File: config.mk
export PLATFORM = sky130hd
export DESIGN_NAME = popcount22_neuron_seq
export DESIGN_NICKNAME = d
export VERILOG_FILES = /design/src/rtl/popcount22_neuron_seq.sv
export SDC_FILE = /design/constraint.sdc
export NUM_CORES = 1
export LEC_CHECK = 0
export BUFFER_PORTS_ARGS = -buffer_cell sky130_fd_sc_hd__buf_2
export CORE_AREA = 2 2 104 106
export DETAILED_ROUTE_END_ITERATION = 8
export DIE_AREA = 0 0 106 108
export PLACE_DENSITY = 0.74
export SLEW_MARGIN = 0
export SYNTH_ARGS = -nofsm -noshare
export SYNTH_HDL_FRONTEND = slang
export SYNTH_SLANG_ARGS = --single-unit
File: constraint.sdc
create_clock -name clk -period 8.3 [get_ports clk]
set_input_delay 0.83 -clock clk [delete_from_list [all_inputs] [get_ports clk]]
set_output_delay 0.83 -clock clk [all_outputs]
set_load 0.02 [all_outputs]
File: src/rtl/popcount22_neuron_seq.sv
// Purpose: time-shares one external 22-input popcount core across N_NEURONS
// ternary neurons. For each accepted word, every neuron gets a positive-mask
// popcount followed by a negative-mask popcount. The difference is compared
// against that neuron's signed threshold to give one fire bit per neuron.
// Ports:
//   clk, rst_n          clock, synchronous active-low reset
//   in_valid/in_ready   input word handshake, in_data = 22-bit activations
//   pos_mask/neg_mask   per-neuron 22-bit weight masks, neuron k at [22k+21:22k]
//   thr                 per-neuron signed threshold, neuron k at [THR_W*k +: THR_W]
//   pc_in/pc_out        operand to / result from the shared combinational popcount core
//   out_valid/out_ready result handshake, out_data bit k = neuron k fire bit
//   busy                high whenever a word is in flight or awaiting handoff
module popcount22_neuron_seq #(
  parameter int unsigned N_NEURONS = 4,
  parameter int unsigned THR_W     = 7,
  parameter int unsigned PC_W      = 5
) (
  input  logic                       clk,
  input  logic                       rst_n,
  input  logic                       in_valid,
  output logic                       in_ready,
  input  logic [21:0]                in_data,
  input  logic [22*N_NEURONS-1:0]    pos_mask,
  input  logic [22*N_NEURONS-1:0]    neg_mask,
  input  logic [THR_W*N_NEURONS-1:0] thr,
  output logic [21:0]                pc_in,
  input  logic [PC_W-1:0]            pc_out,
  output logic                       out_valid,
  input  logic                       out_ready,
  output logic [N_NEURONS-1:0]       out_data,
  output logic                       busy
);

  localparam int unsigned IN_W  = 22;
  localparam int unsigned IDX_W = (N_NEURONS > 1) ? $clog2(N_NEURONS) : 1;
  localparam int unsigned D_W   = PC_W + 2;
  localparam int unsigned CMP_W = (D_W > THR_W) ? D_W : THR_W;
  localparam logic [IDX_W-1:0] LAST_IDX = IDX_W'(N_NEURONS - 1);

  typedef enum logic [1:0] {IDLE, POS, NEG, DONE} state_e;

  state_e                 state_q, state_d;
  logic [IDX_W-1:0]       idx_q, idx_d;
  logic [IN_W-1:0]        x_q, x_d;
  logic [PC_W-1:0]        pos_acc_q, pos_acc_d;
  logic [N_NEURONS-1:0]   res_q, res_d;
  logic                   in_ready_q, in_ready_d;
  logic                   out_valid_q, out_valid_d;
  logic [N_NEURONS-1:0]   out_data_q, out_data_d;
  logic                   busy_q, busy_d;

  logic [IN_W-1:0]        pos_sel_c, neg_sel_c;
  logic [THR_W-1:0]       thr_sel_c;
  logic signed [D_W-1:0]  d_c;
  logic signed [CMP_W-1:0] d_ext_c, thr_ext_c;
  logic                   fire_c;

  // Pick the current neuron's masks and threshold (read live each phase).
  always_comb begin
    pos_sel_c = '0;
    neg_sel_c = '0;
    thr_sel_c = '0;
    for (int unsigned k = 0; k < N_NEURONS; k++) begin
      if (idx_q == IDX_W'(k)) begin
        pos_sel_c = pos_mask[k*IN_W +: IN_W];
        neg_sel_c = neg_mask[k*IN_W +: IN_W];
        thr_sel_c = thr[k*THR_W +: THR_W];
      end
    end
  end

  // Signed difference pos - neg; two guard bits make it overflow-free even
  // for approximate-core results up to 2^PC_W-1.
  always_comb begin
    d_c       = $signed({2'b00, pos_acc_q}) - $signed({2'b00, pc_out});
    d_ext_c   = CMP_W'(d_c);
    thr_ext_c = CMP_W'($signed(thr_sel_c));
    fire_c    = (d_ext_c >= thr_ext_c);
  end

  // Core operand is zero outside the count phases to keep the core quiet.
  always_comb begin
    pc_in = '0;
    case (state_q)
      POS:     pc_in = x_q & pos_sel_c;
      NEG:     pc_in = x_q & neg_sel_c;
      default: pc_in = '0;
    endcase
  end

  // Next-state and registered-output logic.
  always_comb begin
    state_d   = state_q;
    idx_d     = idx_q;
    x_d       = x_q;
    pos_acc_d = pos_acc_q;
    res_d     = res_q;
    case (state_q)
      IDLE: begin
        if (in_valid) begin
          x_d     = in_data;
          idx_d   = '0;
          res_d   = '0;
          state_d = POS;
        end
      end
      POS: begin
        pos_acc_d = pc_out;
        state_d   = NEG;
      end
      NEG: begin
        res_d[idx_q] = fire_c;
        if (idx_q == LAST_IDX) begin
          state_d = DONE;
        end else begin
          idx_d   = idx_q + 1'b1;
          state_d = POS;
        end
      end
      DONE: begin
        if (out_ready) state_d = IDLE;
      end
      default: state_d = IDLE;
    endcase
    in_ready_d  = (state_d == IDLE);
    out_valid_d = (state_d == DONE);
    busy_d      = (state_d != IDLE);
    out_data_d  = (state_d == DONE) ? res_d : '0;
  end

  // State and output registers; reset aborts any word in flight.
  always_ff @(posedge clk) begin
    if (!rst_n) begin
      state_q     <= IDLE;
      idx_q       <= '0;
      x_q         <= '0;
      pos_acc_q   <= '0;
      res_q       <= '0;
      in_ready_q  <= 1'b1;
      out_valid_q <= 1'b0;
      out_data_q  <= '0;
      busy_q      <= 1'b0;
    end else begin
      state_q     <= state_d;
      idx_q       <= idx_d;
      x_q         <= x_d;
      pos_acc_q   <= pos_acc_d;
      res_q       <= res_d;
      in_ready_q  <= in_ready_d;
      out_valid_q <= out_valid_d;
      out_data_q  <= out_data_d;
      busy_q      <= busy_d;
    end
  end

  assign in_ready  = in_ready_q;
  assign out_valid = out_valid_q;
  assign out_data  = out_data_q;
  assign busy      = busy_q;

endmodule

==> flow_summary.toml <==
[global_routing]
grt_antenna_before_repair = 0
grt_pass1_vias = 4693
grt_pass1_wl_um = 22500
grt_use_total_pct = 24.5
grt_start_max_net_pins = 61
gr-total-overflow = 0

[synth]
ys_ff_latch = 42
synth-edff-count = 0
synth_cells = 506
yosysTopAreaCellShare_pct = 21.7
synth_top_family_by_area = "compound AO/OA/AOI/OAI gates"
synth_xor_area_share_pct = 0.679
synth-simple-area-share_pct = 17.4
synthTopCellsByArea = "dfxtp_1 (22%), a21oi_1 (11%), mux2i_1 (7.2%), nand2_1 (7.2%), ha_1 (6.5%)"
synth_cell_type_count = 47
synth.largest_area_cell = "dfxtp_1"
yosysMostFrequentCell = "a21oi_1"
synth-warning-count = 0
yosysSeqAreaShare_pct = 21.7
synthArstFlopShare_pct = 0
netlist_area_sq_um = 3870
synth_common_cells = "a21oi_1 (84), nand2_1 (74), dfxtp_1 (42)"
syn-num-nets = 762
synth_compound_area_share_pct = 32.2
synthMuxAreaShare_pct = 14.0
synthAdderAreaFrac_pct = 6.98
syn_avg_cell_area_sq_um = 7.65
synth_flop_cell = "dfxtp_1"

[sta]
fin_crit_ns = 4.31
relSlewSlack_pct = 18.3
finalHoldViolations = 0
finalSetupViolCount = 0
fmax_mhz = 232
final.setup.tns_ns = 0
period_share_pct = 51.9
rsz0062_at_grt = "no"
clock-skew-final_ns = 0.0112
worst_pin_slew_ns = 1.22
slew_viol_final = 0

[floorplan]
die_x_um = 106
initial_core_util_pct = 37.9
dieHeight_um = 108
dieArea_sq_um = 11400
core.rowCount = 37
io_pins = 264
core_area_sq_um = 10200

[clock_tree]
cts.htree.levels = 2
cts_buffers = 5
post-cts-setup-buffer-count = 0
cts.clk_slew.worst_paths_ns = 0.09
cts_tree = "done"
hold_buffers = 0
cts.path.max_buffers = 2
cts_sinks = 42
clock_latency_ns = 0.30
cts-resized-gates = 0
root_buffer = "clkbuf_8"

[layout]
drive_gt1_share_pct = 42.1
final_nets = 987
n_fill_cell = 998
fin_cells = 868
n_antenna_cell = 0
fin_util_pct = 52.1
syn_to_final_growth_pct = 37.6

[routing]
drt-total-wl_um = 14700
ant_nets = 0
drtIter0Drc = 433
first_pass_iters = 5
wl_per_cell_um = 17.0
avgViaCountPerCell = 5.56
drc_errors = 0
vias = 4824

[power_and_ir_drop]
power_density_nw_per_um2 = 121
p_leak_uw = 0.00252
vdd_drop_max_uv = 90.4

[flow_run]
cap_violations = 0

[critical_path]
cpPeakStageDelay_ns = 1.11
cp-end-kind = "primary output"
slowest_stage = "nor2b_4"
worstPathCellList = "inv_1 -> ha_2 -> nor2b_4 -> a221oi_1 -> a211o_1 -> a21oi_1 -> buf_2"
worstPathArrival_ns = 3.48
start_kind = "flip-flop"
crit_type = "flip-flop to primary output"
critPathRequiredTime_ns = 7.47
cp_max_fo = 60

[status]
status = "completed"

[place]
gp_congestion = 0.860
dp_hpwl_um = 11300
portBuffers = 263
dp.cells = 860

[min_path]
hp-class = "flip-flop to flip-flop"
==> power by group <==
group / internal, uW / total [uW] / leakage [uW] / switching [uW]
clock network: 128 / 201 / 0.0000714 / 73.0
logic: 106 / 221 / 0.00210 / 115
registers: 215 / 223 / 0.000343 / 7.78
==> cell usage in the layout, fill, tap and decap left out, types with 6 or more instances in the layout <==
cell type / count
a211o_1: 22
a21oi_1: 84
a221oi_1: 28
a22oi_1: 23
buf_2: 263
clkbuf_8: 6
dfxtp_1: 42
ha_1: 16
inv_1: 12
mux2_2: 22
mux2i_1: 28
nand2_1: 74
nand3_1: 28
nor2_1: 9
nor2b_1: 16
nor3_1: 6
o21ai_0: 6
==> worst max-delay path: cells and delay by family (launching register included) <==
family	cells	cell delay (ns)
and+or+nand+nor	1	1.11
AOI/OAI and AO/OA	3	0.83
adders and majority gates	1	0.55
DFF	1	0.40
buffers and inverters	2	0.28
==> per-layer routing <==
| metal | part of all wire, % | track usage, % | routed length, um |
|---|---|---|---|
| met2 | 51 | 46.8 | 7510 |
| met3 | 6.2 | 3.74 | 908 |
| met5 | 0 | 0 | 0 |
| met4 | 2.9 | 7.89 | 427 |
| met1 | 40 | 27.8 | 5870 |
==> state kept, by name (all words and copies together), names as in the netlist, 2 cells and up <==
name       cells
x_q           22
pos_acc_q      5
out_data       4
res_q          4
idx_q          2
state_q        2
==> stage by stage <==
| step | hold WS (ns) | power (uW) | area, sq um | setup WS [ns] |
|---|---|---|---|---|
| after detailed placement | 0.450 | 448 | 5190 | 4.36 |
| after global placement | 0.443 | 442 | 5190 | 4.48 |
| after CTS | 0.462 | 650 | 5330 | 4.02 |
| final | 0.462 | 645 | 5330 | 3.99 |
| after global routing | 0.479 | 683 | 5330 | 3.78 |
| after floorplan | 0.437 | 356 | 3870 | 5.49 |
==> logic make-up (layout without fill, tap and decap cells) <==
logic type,count (synthesis),count (layout)
AOI/OAI and AO/OA,183,183
xor gates and xnor gates,3,3
adders and majority gates,21,21
buffers and inverters,61,287
DFF,42,42
muxes,51,51
and+or+nand+nor,145,145
==> layout make-up <==
type / instances / area, sq um / share of cell area (%)
Clock buffer: 6 / 82.6 / 1.55
Multi-Input combinational cell: 403 / 2780 / 52.2
Timing Repair Buffer: 267 / 1350 / 25.3
Tap cell: 136 / 170 / 3.19
Clock inverter: 2 / 60.1 / 1.13
Sequential cell: 42 / 841 / 15.8
Inverter: 12 / 45.0 / 0.845
==> final timing paths <==
path / start / to / slack, ns / cells after the start
setup / recovery: idx_q[1]$_SDFFE_PN0P_ / pc_in[2] / 3.99 / 7
hold / removal: x_q[17]$_SDFFE_PN0P_ / x_q[17]$_SDFFE_PN0P_ / 0.46 / 2
setup reg to reg: idx_q[1]$_SDFFE_PN0P_ / out_data[3]$_SDFF_PN0_ / 4.37 / 11
hold reg to reg: x_q[17]$_SDFFE_PN0P_ / x_q[17]$_SDFFE_PN0P_ / 0.46 / 2
Note: power is estimated with default switching activity, not from simulation.
